**src/rtl/mvprod_pkg.sv**
```systemverilog
// Shared types and helpers for the MVProd chunk sequencer slice.
package mvprod_pkg;

  typedef enum logic [1:0] {
    LOAD,
    START,
    RUN,
    DONE
  } seq_state_t;

  typedef logic signed [7:0] byte_t;

  // Number of WorkingRegs-wide chunks in an input vector.
  function automatic int unsigned num_chunks(input int unsigned in_vec_length,
                                             input int unsigned working_regs);
    return in_vec_length / working_regs;
  endfunction

endpackage

```
**src/rtl/mvprod_chunk_sequencer_if.sv**
```systemverilog
// Bundles the upstream, MVProd-side and downstream signals of the sequencer.
interface mvprod_chunk_sequencer_if
  import mvprod_pkg::*;
#(
  parameter int unsigned OutVecLength = 8,
  parameter int unsigned WorkingRegs  = 4
);

  logic                                in_valid;
  logic [WorkingRegs-1:0][7:0]         in_data;
  logic                                in_ready;
  logic                                mv_data_ready;
  logic [WorkingRegs-1:0][7:0]         mv_chunk;
  logic                                req_chunk_in;
  logic                                req_chunk_ptr_rst;
  logic                                req_chunk_out;
  byte_t                               write_out_data;
  logic                                out_vector_valid;
  logic                                out_valid;
  logic [OutVecLength-1:0][7:0]        out_data;
  logic                                out_ready;
  logic                                protocol_err;

  // Sequencer side.
  modport slave (
    input  in_valid, in_data, req_chunk_in, req_chunk_ptr_rst, req_chunk_out,
           write_out_data, out_vector_valid, out_ready,
    output in_ready, mv_data_ready, mv_chunk, out_valid, out_data, protocol_err
  );

  // Environment side (upstream, MVProd and downstream together).
  modport master (
    output in_valid, in_data, req_chunk_in, req_chunk_ptr_rst, req_chunk_out,
           write_out_data, out_vector_valid, out_ready,
    input  in_ready, mv_data_ready, mv_chunk, out_valid, out_data, protocol_err
  );

endinterface

```
**src/rtl/vec_chunk_buffer.sv**
```systemverilog
// Chunk register file: one synchronous write port, one asynchronous read port,
// synchronous clear.
module vec_chunk_buffer #(
  parameter int unsigned Depth       = 4,
  parameter int unsigned WorkingRegs = 4,
  parameter int unsigned AddrW       = (Depth > 1) ? $clog2(Depth) : 1
) (
  input  logic                        clk_in,
  input  logic                        clr,
  input  logic                        we,
  input  logic [AddrW-1:0]            waddr,
  input  logic [WorkingRegs-1:0][7:0] wdata,
  input  logic [AddrW-1:0]            raddr,
  output logic [WorkingRegs-1:0][7:0] rdata
);

  logic [WorkingRegs-1:0][7:0] mem [Depth];

  // Clear all entries or store one chunk.
  always_ff @(posedge clk_in) begin
    if (clr) begin
      for (int unsigned i = 0; i < Depth; i++) mem[i] <= '0;
    end else if (we) begin
      mem[waddr] <= wdata;
    end
  end

  assign rdata = mem[raddr];

endmodule

```
**src/rtl/mvprod_chunk_sequencer.sv**
```systemverilog
// Loads an input vector in chunks, starts MVProd, serves its chunk requests,
// collects its output bytes and hands the finished vector downstream.
module mvprod_chunk_sequencer
  import mvprod_pkg::*;
#(
  parameter int unsigned InVecLength  = 16,
  parameter int unsigned OutVecLength = 8,
  parameter int unsigned WorkingRegs  = 4
) (
  input logic                      clk_in,
  input logic                      rst_in,
  mvprod_chunk_sequencer_if.slave  bus
);

  localparam int unsigned NumChunks = num_chunks(InVecLength, WorkingRegs);
  localparam int unsigned ChunkAw   = (NumChunks > 1) ? $clog2(NumChunks) : 1;
  localparam int unsigned OutAw     = (OutVecLength > 1) ? $clog2(OutVecLength) : 1;
  localparam logic [ChunkAw-1:0] LastChunk = ChunkAw'(NumChunks - 1);
  localparam logic [OutAw-1:0]   LastOut   = OutAw'(OutVecLength - 1);

  if (InVecLength % WorkingRegs != 0) begin : g_len_check
    $error("InVecLength must be a multiple of WorkingRegs");
  end

  seq_state_t         state, next_state;
  logic [ChunkAw-1:0] wr_ptr, rd_ptr;
  logic [OutAw-1:0]   out_idx;
  byte_t              out_buf [OutVecLength];
  logic               err_q;
  logic               load_fire, last_load, out_fire, last_out, err_set;

  // Handshake qualifiers and protocol-error detection.
  always_comb begin
    load_fire = (state == LOAD) && bus.in_valid;
    last_load = load_fire && (wr_ptr == LastChunk);
    out_fire  = (state == RUN) && bus.req_chunk_out;
    last_out  = out_fire && (out_idx == LastOut);
    err_set   = ((state != RUN) &&
                 (bus.req_chunk_in || bus.req_chunk_ptr_rst || bus.req_chunk_out)) ||
                (bus.out_vector_valid && !bus.req_chunk_out) ||
                (out_fire && bus.out_vector_valid && (out_idx != LastOut)) ||
                (last_out && !bus.out_vector_valid);
  end

  // State register.
  always_ff @(posedge clk_in) begin
    if (rst_in) state <= LOAD;
    else        state <= next_state;
  end

  // Next-state and handshake outputs.
  always_comb begin
    next_state        = state;
    bus.in_ready      = 1'b0;
    bus.mv_data_ready = 1'b0;
    bus.out_valid     = 1'b0;
    case (state)
      LOAD: begin
        bus.in_ready = 1'b1;
        if (last_load) next_state = START;
      end
      START: begin
        bus.mv_data_ready = 1'b1;
        next_state        = RUN;
      end
      RUN: begin
        if (last_out) next_state = DONE;
      end
      DONE: begin
        bus.out_valid = 1'b1;
        if (bus.out_ready) next_state = LOAD;
      end
      default: next_state = LOAD;
    endcase
  end

  // Pointers, output byte collection and sticky error flag.
  always_ff @(posedge clk_in) begin
    if (rst_in) begin
      wr_ptr  <= '0;
      rd_ptr  <= '0;
      out_idx <= '0;
      err_q   <= 1'b0;
      for (int unsigned j = 0; j < OutVecLength; j++) out_buf[j] <= '0;
    end else begin
      if (load_fire) wr_ptr <= wr_ptr + 1'b1;
      if ((state == DONE) && bus.out_ready) wr_ptr <= '0;
      if (state == START) begin
        rd_ptr  <= '0;
        out_idx <= '0;
      end
      if (state == RUN) begin
        if (bus.req_chunk_ptr_rst)  rd_ptr <= '0;
        else if (bus.req_chunk_in)  rd_ptr <= (rd_ptr == LastChunk) ? '0 : rd_ptr + 1'b1;
      end
      if (out_fire) begin
        out_buf[out_idx] <= bus.write_out_data;
        out_idx          <= out_idx + 1'b1;
      end
      if (err_set) err_q <= 1'b1;
    end
  end

  // Expose collected bytes; they only change in RUN, so they hold through DONE.
  always_comb begin
    for (int unsigned j = 0; j < OutVecLength; j++) bus.out_data[j] = out_buf[j];
  end

  assign bus.protocol_err = err_q;

  vec_chunk_buffer #(
    .Depth       (NumChunks),
    .WorkingRegs (WorkingRegs),
    .AddrW       (ChunkAw)
  ) u_in_buf (
    .clk_in (clk_in),
    .clr    (rst_in),
    .we     (load_fire),
    .waddr  (wr_ptr),
    .wdata  (bus.in_data),
    .raddr  (rd_ptr),
    .rdata  (bus.mv_chunk)
  );

endmodule

```
**src/flat_wrapper.sv**
```systemverilog
// flat-port wrapper written by rule: the top's interface ports become plain ports
module mvprod_chunk_sequencer_flat import mvprod_pkg::*;
#(
  parameter int unsigned InVecLength  = 16,
  parameter int unsigned OutVecLength = 8,
  parameter int unsigned WorkingRegs  = 4
)
  (clk_in, rst_in, bus_in_valid, bus_in_data, bus_req_chunk_in, bus_req_chunk_ptr_rst, bus_req_chunk_out, bus_write_out_data, bus_out_vector_valid, bus_out_ready, bus_in_ready, bus_mv_data_ready, bus_mv_chunk, bus_out_valid, bus_out_data, bus_protocol_err);
  mvprod_chunk_sequencer_if #(.OutVecLength(OutVecLength), .WorkingRegs(WorkingRegs)) bus_i ();
  input logic clk_in;
  input logic rst_in;
  input wire logic [$bits(bus_i.in_valid)-1:0] bus_in_valid;
  input wire logic [$bits(bus_i.in_data)-1:0] bus_in_data;
  input wire logic [$bits(bus_i.req_chunk_in)-1:0] bus_req_chunk_in;
  input wire logic [$bits(bus_i.req_chunk_ptr_rst)-1:0] bus_req_chunk_ptr_rst;
  input wire logic [$bits(bus_i.req_chunk_out)-1:0] bus_req_chunk_out;
  input wire logic [$bits(bus_i.write_out_data)-1:0] bus_write_out_data;
  input wire logic [$bits(bus_i.out_vector_valid)-1:0] bus_out_vector_valid;
  input wire logic [$bits(bus_i.out_ready)-1:0] bus_out_ready;
  output wire logic [$bits(bus_i.in_ready)-1:0] bus_in_ready;
  output wire logic [$bits(bus_i.mv_data_ready)-1:0] bus_mv_data_ready;
  output wire logic [$bits(bus_i.mv_chunk)-1:0] bus_mv_chunk;
  output wire logic [$bits(bus_i.out_valid)-1:0] bus_out_valid;
  output wire logic [$bits(bus_i.out_data)-1:0] bus_out_data;
  output wire logic [$bits(bus_i.protocol_err)-1:0] bus_protocol_err;
  assign bus_i.in_valid = bus_in_valid;
  assign bus_i.in_data = bus_in_data;
  assign bus_i.req_chunk_in = bus_req_chunk_in;
  assign bus_i.req_chunk_ptr_rst = bus_req_chunk_ptr_rst;
  assign bus_i.req_chunk_out = bus_req_chunk_out;
  assign bus_i.write_out_data = bus_write_out_data;
  assign bus_i.out_vector_valid = bus_out_vector_valid;
  assign bus_i.out_ready = bus_out_ready;
  assign bus_in_ready = bus_i.in_ready;
  assign bus_mv_data_ready = bus_i.mv_data_ready;
  assign bus_mv_chunk = bus_i.mv_chunk;
  assign bus_out_valid = bus_i.out_valid;
  assign bus_out_data = bus_i.out_data;
  assign bus_protocol_err = bus_i.protocol_err;
  mvprod_chunk_sequencer #(.InVecLength(InVecLength), .OutVecLength(OutVecLength), .WorkingRegs(WorkingRegs)) u_core (.clk_in(clk_in), .rst_in(rst_in), .bus(bus_i));
endmodule
```
**config.mk**
```make
export PLATFORM = sky130hd
export DESIGN_NAME = mvprod_chunk_sequencer_flat
export DESIGN_NICKNAME = d
export VERILOG_FILES = /design/src/rtl/mvprod_pkg.sv /design/src/rtl/mvprod_chunk_sequencer_if.sv /design/src/rtl/vec_chunk_buffer.sv /design/src/rtl/mvprod_chunk_sequencer.sv /design/src/flat_wrapper.sv
export SDC_FILE = /design/constraint.sdc
export NUM_CORES = 1
export LEC_CHECK = 0
export BUFFER_PORTS_ARGS = -buffer_cell sky130_fd_sc_hd__buf_2
export CORE_MARGIN = 1.5
export CORE_UTILIZATION = 35
export CTS_CLUSTER_DIAMETER = 200
export DETAILED_ROUTE_END_ITERATION = 8
export GPL_TIMING_DRIVEN = 0
export PLACE_DENSITY = 0.63
export SYNTH_ARGS = -nofsm -noshare
export SYNTH_HDL_FRONTEND = slang
export SYNTH_HIERARCHICAL = 1
export SYNTH_SLANG_ARGS = --single-unit
```
**constraint.sdc**
```tcl
create_clock -name clk_in -period 4.7 [get_ports clk_in]
set_clock_uncertainty 0.2 [all_clocks]
set_input_delay 0 -clock clk_in [delete_from_list [all_inputs] [get_ports clk_in]]
set_output_delay 0 -clock clk_in [all_outputs]
set_load 0.01 [all_outputs]
```
==> results by group <==
Run status
  – Status: finished clean

Clock network
  – Clock sinks: between 200 and 250
  – Total number of H-tree levels: 1
  – Clock input transition at the sequential cells of the worst setup and hold paths: 0.06 ns
  – Number of post-CTS setup repair buffers: 0
  – Number of hold buffers added after cts: 51
  – Total CTS buffers: 23
  – Maximum clock path buffer count: 3
  – Root Driver: clkbuf_16
  – TritonCTS clock tree: built
  – CTS-repair resized insts: 0
  – Later-pin clock latency in the skew report: ~0.50 ns

Route
  – Vias per cell: between 4 and 5
  – Initial DRC Count: 240
  – Met2 wirelength from detailed routing: 9500 microns
  – First-pass iteration count of the detailed router: 4
  – Residual DRC: 0
  – Final routed wire length divided by cell count: 17.3 microns
  – Wire length on met1: approximately 8000 microns
  – Detailed-route via count: between 5000 and 6000
  – Top routing layer in use: met4
  – Wirelength, routed: between 15000 and 20000 microns
  – Detail Route met3 WL: 991 microns
  – Number of nets with antenna violations after routing: 0

Placement
  – Placer Congestion: 0.732
  – HPWL Detailed: 12200 microns
  – Number of port buffers: about 150

Yosys
  – Post-synthesis instance area: 8660 sq um
  – Sequential cell area fraction in the yosys report: 68.9%
  – Top cells by count, synth: 192 x edfxtp_1, 160 x and2_1, 32 x and2_2, 32 x mux4_2, 10 x dfxtp_1
  – Cell with the most instances after synthesis: edfxtp_1
  – Post-Synthesis Net Count: 591
  – Post-synthesis average cell area: approximately 16 sq um
  – Number of synthesized flops with an enable pin: 192
  – Area leader, netlist: edfxtp_1
  – Post-synthesis cell type count: 38
  – Post-synthesis cell count: 534
  – Post-synth top area share: 66.6%
  – Synth warn: 6
  – Post-synthesis sequential element count: 202
  – Most used flip-flop cell after synthesis: edfxtp_1
  – Async S/R FF share, synth: 0%
  – Most area-consuming cells after synthesis: edfxtp_1 67%, and2_1 12%, mux4_2 8.3%, and2_2 2.8%, dfxtp_1 2.3%

Layout
  – Sequential cell area: ~6000 sq um
  – Diodes inserted: 0
  – Layout-stage area growth over the synthesis result: 27.9%
  – Filler Cells Inserted: 2165
  – Post-layout net count: 816
  – Area taken by multi-input logic gates: around 2600 sq um
  – Proportion of layout cells with a drive suffix above 1: 36.0%

Hold path
  – Worst hold path stage count: 3
  – Worst Hold End: u_core/u_in_buf/mem[2][7]
  – HP Class: primary input to flip-flop
  – HP Start: bus_in_data[7]

Critical path
  – Capture point of the worst reg-to-reg path: u_core/bus.protocol_err
  – CP endpoint kind: flip-flop
  – CP max-delay cell: dlygate4sd3_1
  – Kind of launch point of the worst setup path: flip-flop
  – CP peak stage delay: 0.58 ns
  – Logic depth of the worst register-to-register path: 7
  – Type of the worst setup path: flip-flop to flip-flop
  – CP arrival: ~2.7 ns
  – Worst Path Required: between 4 and 5 ns
  – Top cell family by delay on the critical path: buffers and inverters
  – Worst r2r src: u_core/out_idx[0]
  – Combined buffer and inverter count along the critical path: 2
  – Register-to-register setup slack: 2.17 ns
  – CP max FO: 8
  – List of cells traversed by the critical path: ha_1, ha_1, nand2_1, nand2_1, dlygate4sd3_1, a31oi_1, dlygate4sd3_1

STA
  – Post-Route Setup TNS: 0 ns
  – Period Utilization, post-route: between 50% and 60%
  – Least-Margin Pin Slew: approximately 1 ns
  – Max Clock Freq: 0.395 GHz
  – Number of pins with negative max-slew slack in the final report: 0
  – RSZ-0062 raised after global routing: false
  – Shortest period the worst path allows: 2.53 ns
  – Post-route worst hold slack: 0.139 ns
  – Max-slew headroom at the worst pin: ~33%
  – Final Setup Violations: 0
  – Hold Vio Cnt, Final: 0

Die
  – Initial standard-cell utilization of the core: 35.6%
  – Die height: approximately 160 microns
  – I/O pin count: 148
  – Number of core rows: 57
  – Placeable core region: 24300 sq um
  – Die area: 25700 sq um
  – Overall die width: 160 microns

Flow run
  – Max cap viols: 0

Global route
  – Tot GR Track Use: 14.9%
  – Largest net degree at the start of global routing: 33
  – Via count of the first global-routing pass: 5336
  – GRT overflow: 0
  – Antenna violations before repair: 0
  – Global-route wire length before repair: around 29000 microns

Power and ir drop
  – Power density over cell area: 422 nW/um^2
  – Leakage power summed over all cells: 4.40 nW
  – Worst ir drop on vdd: 268 uV
==> cell families (layout without fill, tap and decap cells) <==
logic type,count (synthesis),in the layout,synth area share [%]
AOI/OAI and AO/OA,20,20,1.56
adders and majority gates,9,9,1.30
xor gates and xnor gates,1,1,0.101
DFF,202,202,68.9
buffers and inverters,29,267,1.79
and+or+nand+nor,240,240,17.9
muxes,33,33,8.44
==> worst min-delay path, delay by kind of cell <==
family        cells  cell delay [ns]
buf+inv           2             0.64
simple gates      1             0.11
==> registers in the layout, summed over array words and instances, names as in the netlist <==
name	cells
u_core/bus.protocol_err	1
u_core/wr_ptr	2
u_core/u_in_buf/mem	128
u_core/rd_ptr	2
u_core/state	2
u_core/out_idx	3
u_core/out_buf	64
==> metal layers <==
layer  GRT usage (%)  up-vias
met5               0        -
met4            4.16        0
met3            3.40       35
met2            26.1      126
met1            18.4     2459
li1                -     2405
==> worst max path at each step <==
stage	cells past startpoint	slack, ns	endpoint	start
floorplan	6	1.55	u_core/u_in_buf/mem[0][0]	u_core/state[0]
global placement	6	0.12	u_core/u_in_buf/mem[2][25]	u_core/state[0]
detailed placement	5	2.22	u_core/u_in_buf/mem[3][20]	u_core/state[0]
CTS	7	2.21	u_core/bus.protocol_err	u_core/out_idx[0]
global route	7	2.06	u_core/bus.protocol_err	u_core/out_idx[0]
finish	7	2.17	u_core/bus.protocol_err	u_core/out_idx[0]
==> final cells by class <==
type	count	share of cell area [%]
clock buffers	27	5.34
inverters	7	0.237
repair buffers	200	11.6
flip-flops and latches	202	53.9
well taps	324	3.66
multi-input cells	303	23.1
clock inverters	11	0.972
plain buffers	22	1.16
==> report_power, final <==
| group | internal, mW | switching (mW) |
|---|---|---|
| clock | 1.00 | 0.685 |
| sequential | 2.21 | 0.0640 |
| combinational | 0.322 | 0.386 |
==> cell usage in the layout, fill, tap and decap left out, drive strengths merged, types with 2 or more instances in the layout <==
| master | count |
|---|---|
| or2 | 9 |
| a21boi | 2 |
| nand3 | 8 |
| edfxtp | 192 |
| nand2 | 6 |
| mux4 | 32 |
| clkbuf | 41 |
| clkinv | 7 |
| nand2b | 5 |
| nor3 | 2 |
| o21bai | 2 |
| and2 | 192 |
| ha | 9 |
| dlygate4sd3 | 51 |
| nor2 | 7 |
| bufinv | 2 |
| a31o | 2 |
| dfxtp | 10 |
| a31oi | 2 |
| a21oi | 6 |
| or3 | 2 |
| inv | 9 |
| buf | 157 |
| and4bb | 2 |
| a21o | 2 |
==> metrics by stage <==
step	instance area [sq um]	worst slack (ns)	std cells	utilization, %	power, mW
4_1_cts	11100	2.21	1096	45.5	4.73
5_1_grt	11100	2.06	1096	45.5	4.87
2_1_floorplan	8660	1.55	534	-	2.70
6_report	11100	2.17	1096	45.5	4.67
3_5_place_dp	9860	2.22	1007	40.5	3.00
3_3_place_gp	9800	0.123	1005	40.3	2.97
(Power assumes the default switching activity.)
